`config.mk`:
```
export PLATFORM = sky130hd
export DESIGN_NAME = spi_master_ctrl
export DESIGN_NICKNAME = d
export VERILOG_FILES = /design/src/rtl/spi_master_ctrl.sv
export SDC_FILE = /design/constraint.sdc
export NUM_CORES = 1
export LEC_CHECK = 0
export BUFFER_PORTS_ARGS = -buffer_cell sky130_fd_sc_hd__buf_2
export CAP_MARGIN = 30
export CORE_ASPECT_RATIO = 1.2
export CORE_MARGIN = 3
export CORE_UTILIZATION = 55
export DETAILED_ROUTE_END_ITERATION = 8
export PLACE_DENSITY = 0.79
export REMOVE_ABC_BUFFERS = 1
export SYNTH_ARGS = -nofsm -noshare
export SYNTH_HDL_FRONTEND = slang
export SYNTH_SLANG_ARGS = --single-unit
```
`constraint.sdc`:
```
create_clock -name i_Clk -period 3.18 [get_ports i_Clk]
set_input_delay 0.636 -clock i_Clk [delete_from_list [all_inputs] [get_ports i_Clk]]
set_output_delay 0.636 -clock i_Clk [all_outputs]
set_load 0.1 [all_outputs]
```
`src/rtl/spi_master_ctrl.sv`:
```
// rtl/spi_master_ctrl.sv - SPI mode-0 master with multi-word chip-select transactions
// Byte-level valid/ready upstream; SCLK, CS and MOSI are registered outputs.
module spi_master_ctrl #(
   parameter int SHIFT_REG_WIDTH   = 8,
   parameter int CLKS_PER_HALF_BIT = 2,
   parameter int MAX_BYTES_PER_CS  = 4,
   parameter int CS_INACTIVE_CLKS  = 2
) (
   input  logic                                  i_Clk,
   input  logic                                  i_Rst,
   input  logic [$clog2(MAX_BYTES_PER_CS+1)-1:0] i_Tx_Count,
   input  logic [SHIFT_REG_WIDTH-1:0]            i_Tx_Byte,
   input  logic                                  i_Tx_DV,
   output logic                                  o_Tx_Ready,
   output logic                                  o_Rx_DV,
   output logic [SHIFT_REG_WIDTH-1:0]            o_Rx_Byte,
   output logic [$clog2(MAX_BYTES_PER_CS+1)-1:0] o_Rx_Count,
   output logic                                  o_SPI_Clk,
   input  logic                                  i_SPI_Miso,
   output logic                                  o_SPI_Mosi,
   output logic                                  o_SPI_CSLow
);
   localparam int W  = SHIFT_REG_WIDTH;
   localparam int CW = $clog2(MAX_BYTES_PER_CS + 1);
   localparam int HW = $clog2(CLKS_PER_HALF_BIT + 1);
   localparam int EW = $clog2(2 * W + 1);
   localparam int SW = $clog2(CS_INACTIVE_CLKS + 1);

   typedef enum logic [1:0] {IDLE, SHIFT, BYTE_WAIT, CS_INACTIVE} state_t;

   state_t        r_state;
   logic [W-1:0]  r_tx_shift;
   logic [W-1:0]  r_rx_shift;
   logic [CW-1:0] r_count;
   logic [HW-1:0] r_half_cnt;
   logic [EW-1:0] r_edge_cnt;
   logic [SW-1:0] r_cs_cnt;
   logic          r_load;

   logic w_accept;
   logic w_count_ok;
   logic w_half_done;
   logic w_last_edge;

   assign w_accept    = i_Tx_DV && o_Tx_Ready;
   assign w_count_ok  = (i_Tx_Count != '0) && (i_Tx_Count <= CW'(MAX_BYTES_PER_CS));
   assign w_half_done = (r_half_cnt == HW'(CLKS_PER_HALF_BIT - 1));
   assign w_last_edge = (r_edge_cnt == EW'(2 * W - 1));

   always_ff @(posedge i_Clk) begin
      if (i_Rst) begin
         r_state     <= IDLE;
         o_SPI_CSLow <= 1'b1;
         o_SPI_Clk   <= 1'b0;
         o_SPI_Mosi  <= 1'b0;
         o_Tx_Ready  <= 1'b0;
         o_Rx_DV     <= 1'b0;
         o_Rx_Byte   <= '0;
         o_Rx_Count  <= '0;
         r_tx_shift  <= '0;
         r_rx_shift  <= '0;
         r_count     <= '0;
         r_half_cnt  <= '0;
         r_edge_cnt  <= '0;
         r_cs_cnt    <= '0;
         r_load      <= 1'b0;
      end else begin
         o_Rx_DV <= 1'b0;
         case (r_state)
            IDLE: begin
               o_SPI_CSLow <= 1'b1;
               o_Tx_Ready  <= 1'b1;
               // An out-of-range count swallows the word and leaves ready high
               if (w_accept && w_count_ok) begin
                  r_tx_shift <= i_Tx_Byte;
                  r_count    <= i_Tx_Count;
                  o_Rx_Count <= '0;
                  o_Tx_Ready <= 1'b0;
                  r_load     <= 1'b1;
                  r_state    <= SHIFT;
               end
            end
            SHIFT: begin
               if (r_load) begin
                  r_load      <= 1'b0;
                  o_SPI_CSLow <= 1'b0;
                  o_SPI_Mosi  <= r_tx_shift[W-1];
                  r_half_cnt  <= '0;
                  r_edge_cnt  <= '0;
               end else if (w_half_done) begin
                  r_half_cnt <= '0;
                  r_edge_cnt <= r_edge_cnt + 1'b1;
                  o_SPI_Clk  <= ~o_SPI_Clk;
                  if (!o_SPI_Clk) begin
                     r_rx_shift <= {r_rx_shift[W-2:0], i_SPI_Miso};
                  end else if (w_last_edge) begin
                     o_Rx_Byte  <= r_rx_shift;
                     o_Rx_DV    <= 1'b1;
                     o_Rx_Count <= o_Rx_Count + 1'b1;
                     if (o_Rx_Count + 1'b1 < r_count) begin
                        o_Tx_Ready <= 1'b1;
                        r_state    <= BYTE_WAIT;
                     end else begin
                        r_cs_cnt <= '0;
                        r_state  <= CS_INACTIVE;
                     end
                  end else begin
                     o_SPI_Mosi <= r_tx_shift[W-2];
                     r_tx_shift <= r_tx_shift << 1;
                  end
               end else begin
                  r_half_cnt <= r_half_cnt + 1'b1;
               end
            end
            BYTE_WAIT: begin
               if (w_accept) begin
                  r_tx_shift <= i_Tx_Byte;
                  o_Tx_Ready <= 1'b0;
                  r_load     <= 1'b1;
                  r_state    <= SHIFT;
               end
            end
            CS_INACTIVE: begin
               o_SPI_CSLow <= 1'b1;
               o_SPI_Mosi  <= 1'b0;
               if (r_cs_cnt == SW'(CS_INACTIVE_CLKS)) begin
                  o_Tx_Ready <= 1'b1;
                  r_state    <= IDLE;
               end else begin
                  r_cs_cnt <= r_cs_cnt + 1'b1;
               end
            end
            default: r_state <= IDLE;
         endcase
      end
   end
endmodule
```
==> impl_metrics.ini, run 1 <==
[outcome]
status = finished, final reports clean

[global_route]
grt_pass1_vias = 1691
grt.overflow.total = 0
track_usage = 0.191
antenna_found_initial = 0
grt_pass1_wl_um = 7710
grt_max_degree = 33

[cts]
holdBufCountCts = 0
root_buffer = clkbuf_8
cts_tree = done
clk_pin_slew_ns = 0.08
clock_latency_ns = 0.29
postCtsResizedCells = 0
cts_htree_levels = 2
clockBufferDepth = 2
numCtsBuffers = 5
clkSinkCount = 47
post_cts.repair.setup_buffers = 0

[yosys]
syn_area_um2 = 2320
synthMuxAreaShare = 0.134
synth_edf_count = 0
async_flop_share = 0
synth_top_family_by_area = simple AND/OR/NAND/NOR gates
avgSynthCellArea_um2 = 9.36
ys_seq_area_frac = 0.405
synth_compound_area_frac = 0.169
synth-simple-area-share = 0.180
synth-xor-area-share = 0.00755
synthCells = 248
ys_ff_latch = 47
synth-adder-area-share = 0.0539
yosys_warnings = 0
synthFlopType = dfxtp_1
ys_types = 52

[setup_path]
rr_worst_depth = 7
critPathLaunch = r_edge_cnt[0]$_SDFFE_PP0P_
r2r-end = r_state[1]$_SDFFE_PP0P_
crit_end = r_state[1]$_SDFFE_PP0P_
path_class = reg -> reg
worst_ep_required_time_ns = 3.36
crit_path_end_kind = register
r2r_slack_ns = 0.96
r2r_start = r_edge_cnt[0]$_SDFFE_PP0P_
arrival_ns = 2.40
crit_fanout = 8
start_kind = register

[place]
port_buffers = 30
placedCellCount = 320
dpl_cell_area_um2 = 2490
dp_hpwl_um = 3290
gp_congestion = 0.770

[sta]
relSlewSlack = 0.434
tightestPinTransition_ns = 0.844
finalHoldViolCount = 0
period_share = 0.697
hold_slack_ns = 0.476
clock_skew_ns = 0.00527
finalSetupViolations = 0
drv_slew = 0
rsz0062_at_grt = false
tns_ns = 0
clock.fmax_mhz = 451
post-route-min-period_ns = 2.22

[layout]
drive_above_1_share = 0.208
layoutNonFillerInstCount = 328
stdcell_area_um2 = 2570
nNetsFinal = 298
layout_common_cells = dfxtp_1 (47), nor2_1 (33), buf_2 (30)
utilization = 0.643
multi_input_area_um2 = 1260
diodes = 0
fillCellCount = 385
area_growth_syn_to_layout_pct = 10.9
regArea_um2 = 941
mostFrequentLayoutCell = dfxtp_1

[die]
initial_core_util = 0.580
io_pins = 31
fp.dieArea_um2 = 5040
die_y_um = 77.2
coreArea_um2 = 4000
rows = 25
fp.dieW_um = 65.3

[power_and_ir_drop]
ir_drop_mv = 0.440
power.leakage_nw = 1.01
power.density_nw_per_um2 = 730

[routing]
wl_per_cell_um = 13.8
vias_per_cell = 5.69
drt-pass1-iter-count = 4
route.detailed.drc = 0
ant_nets = 0
routed_wl_um = 4540
vias = 1865
drtIter0Drc = 104

[run]
maxCapViolCount = 0

[min_path]
hp-class = reg -> reg
-- worst min path at each step --
stage | from | endpoint | slack [ns] | depth (start not counted)
3_3_place_gp | r_edge_cnt[3]$_SDFFE_PP0P_ | r_edge_cnt[3]$_SDFFE_PP0P_ | 0.45 | 1
3_5_place_dp | r_edge_cnt[3]$_SDFFE_PP0P_ | r_edge_cnt[3]$_SDFFE_PP0P_ | 0.46 | 1
2_1_floorplan | r_edge_cnt[3]$_SDFFE_PP0P_ | r_edge_cnt[3]$_SDFFE_PP0P_ | 0.42 | 1
6_report | r_edge_cnt[3]$_SDFFE_PP0P_ | r_edge_cnt[3]$_SDFFE_PP0P_ | 0.48 | 1
4_1_cts | r_edge_cnt[3]$_SDFFE_PP0P_ | r_edge_cnt[3]$_SDFFE_PP0P_ | 0.47 | 1
5_1_grt | r_tx_shift[0]$_SDFFE_PP0P_ | r_tx_shift[0]$_SDFFE_PP0P_ | 0.48 | 2
-- metal layers --
| layer | share of wire | track usage | routed length (um) |
|---|---|---|---|
| met5 | 0 | 0 | 0 |
| met4 | 0.021 | 0.0809 | 95 |
| met3 | 0.036 | 0.0454 | 165 |
| met2 | 0.49 | 0.302 | 2230 |
| met1 | 0.45 | 0.245 | 2050 |
-- cell families (layout without fill, tap and decap cells) --
group / after synthesis / after routing
AOI/OAI and AO/OA: 53 / 53
DFF: 47 / 47
and+or+nand+nor: 79 / 79
xor gates and xnor gates: 2 / 2
adders and majority gates: 10 / 10
buffers and inverters: 27 / 53
muxes: 30 / 30
-- sequential cells by signal (all words and copies together) (netlist names), 2 cells and up --
signal,count
o_Rx_Byte,8
r_rx_shift,8
r_cs_cnt,2
r_count,3
o_Rx_Count,3
r_tx_shift,8
r_state,2
r_half_cnt,2
r_edge_cnt,5
-- per-stage QoR --
stage	total power [mW]	setup WS [ns]
after floorplan	1.37	0.614
after global placement	1.52	0.800
after detailed placement	1.54	0.756
after CTS	1.89	0.975
after global routing	2.01	0.799
final	1.88	0.965
-- area by class of cell --
type / instances / share of cell area
timing repair buffer: 32 / 0.0641
inverter: 13 / 0.0190
clock buffer: 5 / 0.0267
clock inverter: 3 / 0.00777
multi-input combinational: 174 / 0.491
sequential: 47 / 0.365
tap: 54 / 0.0262
-- report_power, final --
part | switching [mW] | total, mW | internal, mW
clock | 0.197 | 0.350 | 0.153
sequential | 0.0769 | 0.751 | 0.674
combinational | 0.479 | 0.778 | 0.299
-- cells in the mapped netlist (2+ instances only) --
cell	count	area, um2
nand2b_1	3	18.8
ha_1	10	125
buf_2	3	15.0
o21ai_0	8	40.0
nand2_1	6	22.5
inv_1	13	48.8
xor2_1	2	17.5
nor3_1	9	45.0
a311o_1	2	20.0
dfxtp_1	47	941
o211ai_1	2	15.0
o31a_1	2	17.5
mux2i_1	21	210
a21o_1	3	22.5
nor4_1	7	43.8
a22o_1	2	17.5
nor2_1	33	124
and3_1	2	12.5
nand3b_1	2	15.0
clkbuf_1	8	30.0
a21oi_1	10	50.1
o31ai_2	2	25.0
nor2b_1	3	18.8
mux2_2	8	90.1
a31oi_1	9	56.3
nand3_1	5	25.0
-- critical path, stage by stage, from the launching register on --
cell	delay [ns]
dfxtp_1	0.38
ha_1	0.21
and3_1	0.17
ha_1	0.22
nand2_1	0.18
o31ai_4	0.42
nand3_2	0.18
mux2_1	0.35
Note: power is estimated with default switching activity, not from simulation.
==> inputs of run 2 (changes only) <==
--- a/config.mk
+++ b/config.mk
@@ -5,6 +5,7 @@
 export SDC_FILE = /design/constraint.sdc
 export NUM_CORES = 1
 export LEC_CHECK = 0
+export ABC_AREA = 1
 export BUFFER_PORTS_ARGS = -buffer_cell sky130_fd_sc_hd__buf_2
 export CAP_MARGIN = 30
 export CORE_ASPECT_RATIO = 1.2
==> constraint.sdc (replaced) <==
create_clock -name i_Clk -period 2.3 [get_ports i_Clk]
set_input_delay 0.46 -clock i_Clk [delete_from_list [all_inputs] [get_ports i_Clk]]
set_output_delay 0.46 -clock i_Clk [all_outputs]
set_load 0.1 [all_outputs]
==> impl_metrics.ini, run 2 <==
[outcome]
status = finished, final reports clean

[routing]
vias = 2070
wl_per_cell_um = 11.5
route.detailed.drc = 0
drt-pass1-iter-count = 4
ant_nets = 0
vias_per_cell = 5.02
drtIter0Drc = 117
routed_wl_um = 4750

[sta]
rsz0062_at_grt = false
drv_slew = 0
relSlewSlack = 0.639
post-route-min-period_ns = 1.87
clock.fmax_mhz = 536
tns_ns = 0
tightestPinTransition_ns = 0.541
finalSetupViolations = 0
period_share = 0.811
clock_skew_ns = 0.00539
finalHoldViolCount = 0
setup_ws_ns = 0.435

[yosys]
synthFlopType = dfxtp_1
synth-simple-area-share = 0.309
syn_area_um2 = 2320
async_flop_share = 0
synth_top_area_cell = dfxtp_1
ys_ff_latch = 47
yosys_warnings = 0
synth_compound_area_frac = 0.105
synth_common_cells = nand2_1 (63), nor2_1 (59), dfxtp_1 (47)
synth.most_common_cell = nand2_1
synth_edf_count = 0
synth-adder-area-share = 0.0539
synthCells = 325
synth_top_family_by_area = simple AND/OR/NAND/NOR gates
ys_seq_area_frac = 0.405
avgSynthCellArea_um2 = 7.15
synth.top_cells.by_area = dfxtp_1 (40%), nand2_1 (10%), nor2_1 (9.5%)
synthMuxAreaShare = 0.0302
synth_top_area_frac = 0.405
synth-xor-area-share = 0.00377
ys_types = 24

[cts]
root_buffer = clkbuf_8
clk_pin_slew_ns = 0.09
clockBufferDepth = 2
numCtsBuffers = 5
cts_htree_levels = 2
holdBufCountCts = 0
clock_latency_ns = 0.30
cts_tree = done
clkSinkCount = 47
post_cts.repair.setup_buffers = 0
postCtsResizedCells = 0

[die]
fp.dieArea_um2 = 5040
io_pins = 31
initial_core_util = 0.580
rows = 25
die_y_um = 77.2
fp.dieW_um = 65.3
coreArea_um2 = 4000

[setup_path]
path_class = reg -> reg
crit_path_end_kind = register
rr_worst_depth = 12
r2r_slack_ns = 0.43
crit_chain = ha_1, inv_1, nor3_1, ha_1, nand3_1, nand2_1, inv_1, nor2_1, nand2_1, nand2_1, nand2_1, nor2_1
r2r_start = r_edge_cnt[0]$_SDFFE_PP0P_
cp_slowest_cell = dfxtp_1
start_kind = register
arrival_ns = 2.11
critPathMaxStageDelay_ns = 0.39
crit_fanout = 4
r2r-end = o_Rx_Count[1]$_SDFFE_PP0P_
worst_ep_required_time_ns = 2.54
crit_path_frequent_cell = nand2_1

[min_path]
hp-class = in -> reg
holdPathStages = 3
whs_endpoint = r_rx_shift[0]$_SDFFE_PP0P_
hold_start = i_SPI_Miso

[place]
port_buffers = 30
post-place-ws_ns = 0.430
dp_hpwl_um = 3390
gp_congestion = 0.812

[layout]
area_growth_syn_to_layout_pct = 13.6
utilization = 0.659
top_regs = o_Rx_Byte (8), r_rx_shift (8), r_tx_shift (8)
diodes = 0
nNetsFinal = 382
layout_common_cells = nand2_1 (63), nor2_1 (59), dfxtp_1 (47)
drive_above_1_share = 0.154
mostFrequentLayoutCell = nand2_1

[global_route]
grt_max_degree = 22
antenna_found_initial = 0
grt_pass1_wl_um = 8070
track_usage = 0.200
grt.overflow.total = 0
grt_pass1_vias = 1931

[power_and_ir_drop]
power.leakage_nw = 1.30
total_power_mw = 2.55
ir_drop_mv = 0.498
power.density_nw_per_um2 = 966

[run]
maxCapViolCount = 0
## run 2: metal layers
| metal | global-route usage | wire length [um] | vias to the layer above |
|---|---|---|---|
| met1 | 0.220 | 2120 | 943 |
| met4 | 0.0685 | 58 | 0 |
| met5 | 0 | 0 | - |
| met3 | 0.0469 | 140 | 5 |
| met2 | 0.365 | 2430 | 26 |
| li1 | - | - | 1096 |
## run 2: how the worst max path moves through the flow
stage	startpoint	to	slack, ns	cells after the start
3_3_place_gp	r_edge_cnt[0]$_SDFFE_PP0P_	o_Rx_Byte[6]$_SDFFE_PP0P_	0.50	9
5_1_grt	r_edge_cnt[0]$_SDFFE_PP0P_	o_Rx_Count[1]$_SDFFE_PP0P_	0.17	12
4_1_cts	r_edge_cnt[0]$_SDFFE_PP0P_	o_Rx_Byte[1]$_SDFFE_PP0P_	0.42	9
6_report	r_edge_cnt[0]$_SDFFE_PP0P_	o_Rx_Count[1]$_SDFFE_PP0P_	0.43	12
2_1_floorplan	o_Rx_Count[0]$_SDFFE_PP0P_	r_cs_cnt[0]$_SDFFE_PP0P_	-0.03	8
3_5_place_dp	r_edge_cnt[0]$_SDFFE_PP0P_	o_Rx_Byte[6]$_SDFFE_PP0P_	0.43	9
## run 2: per-stage QoR
step,hold slack [ns],instance area [um2],cells
after global placement,0.440,2520,404
after detailed placement,0.445,2520,404
final,0.399,2640,412
after CTS,0.401,2640,412
after global routing,0.403,2640,412
after floorplan,0.426,2280,317
## run 2: critical path: cells and delay by family, from the launching register on
family / cells / cell delay, ns
flops: 1 / 0.39
fa+ha+maj: 2 / 0.41
buf+inv: 2 / 0.10
simple gates: 8 / 0.90
## run 2: layout make-up
cell class              instances  area (um2)
flip-flops and latches         47         941
clock buffers                   6        82.6
well taps                      54        67.6
fillers                       398        1360
inverters                      46         173
clock inverters                 2        38.8
multi-input cells             224        1160
repair buffers                 33         173
## run 2: logic make-up (layout without fill, tap and decap cells)
group	count (synthesis)	after routing
compound gates	47	47
xor+xnor	1	1
simple gates	159	159
fa+ha+maj	10	10
mux	7	7
buf+inv	54	87
flops	47	47
## run 2: power by group
part           internal (mW)  switching (mW)  leakage (nW)  total, mW
registers              0.914          0.0928         0.381       1.01
logic                  0.262           0.637         0.862      0.900
clock network          0.358           0.286        0.0618      0.644
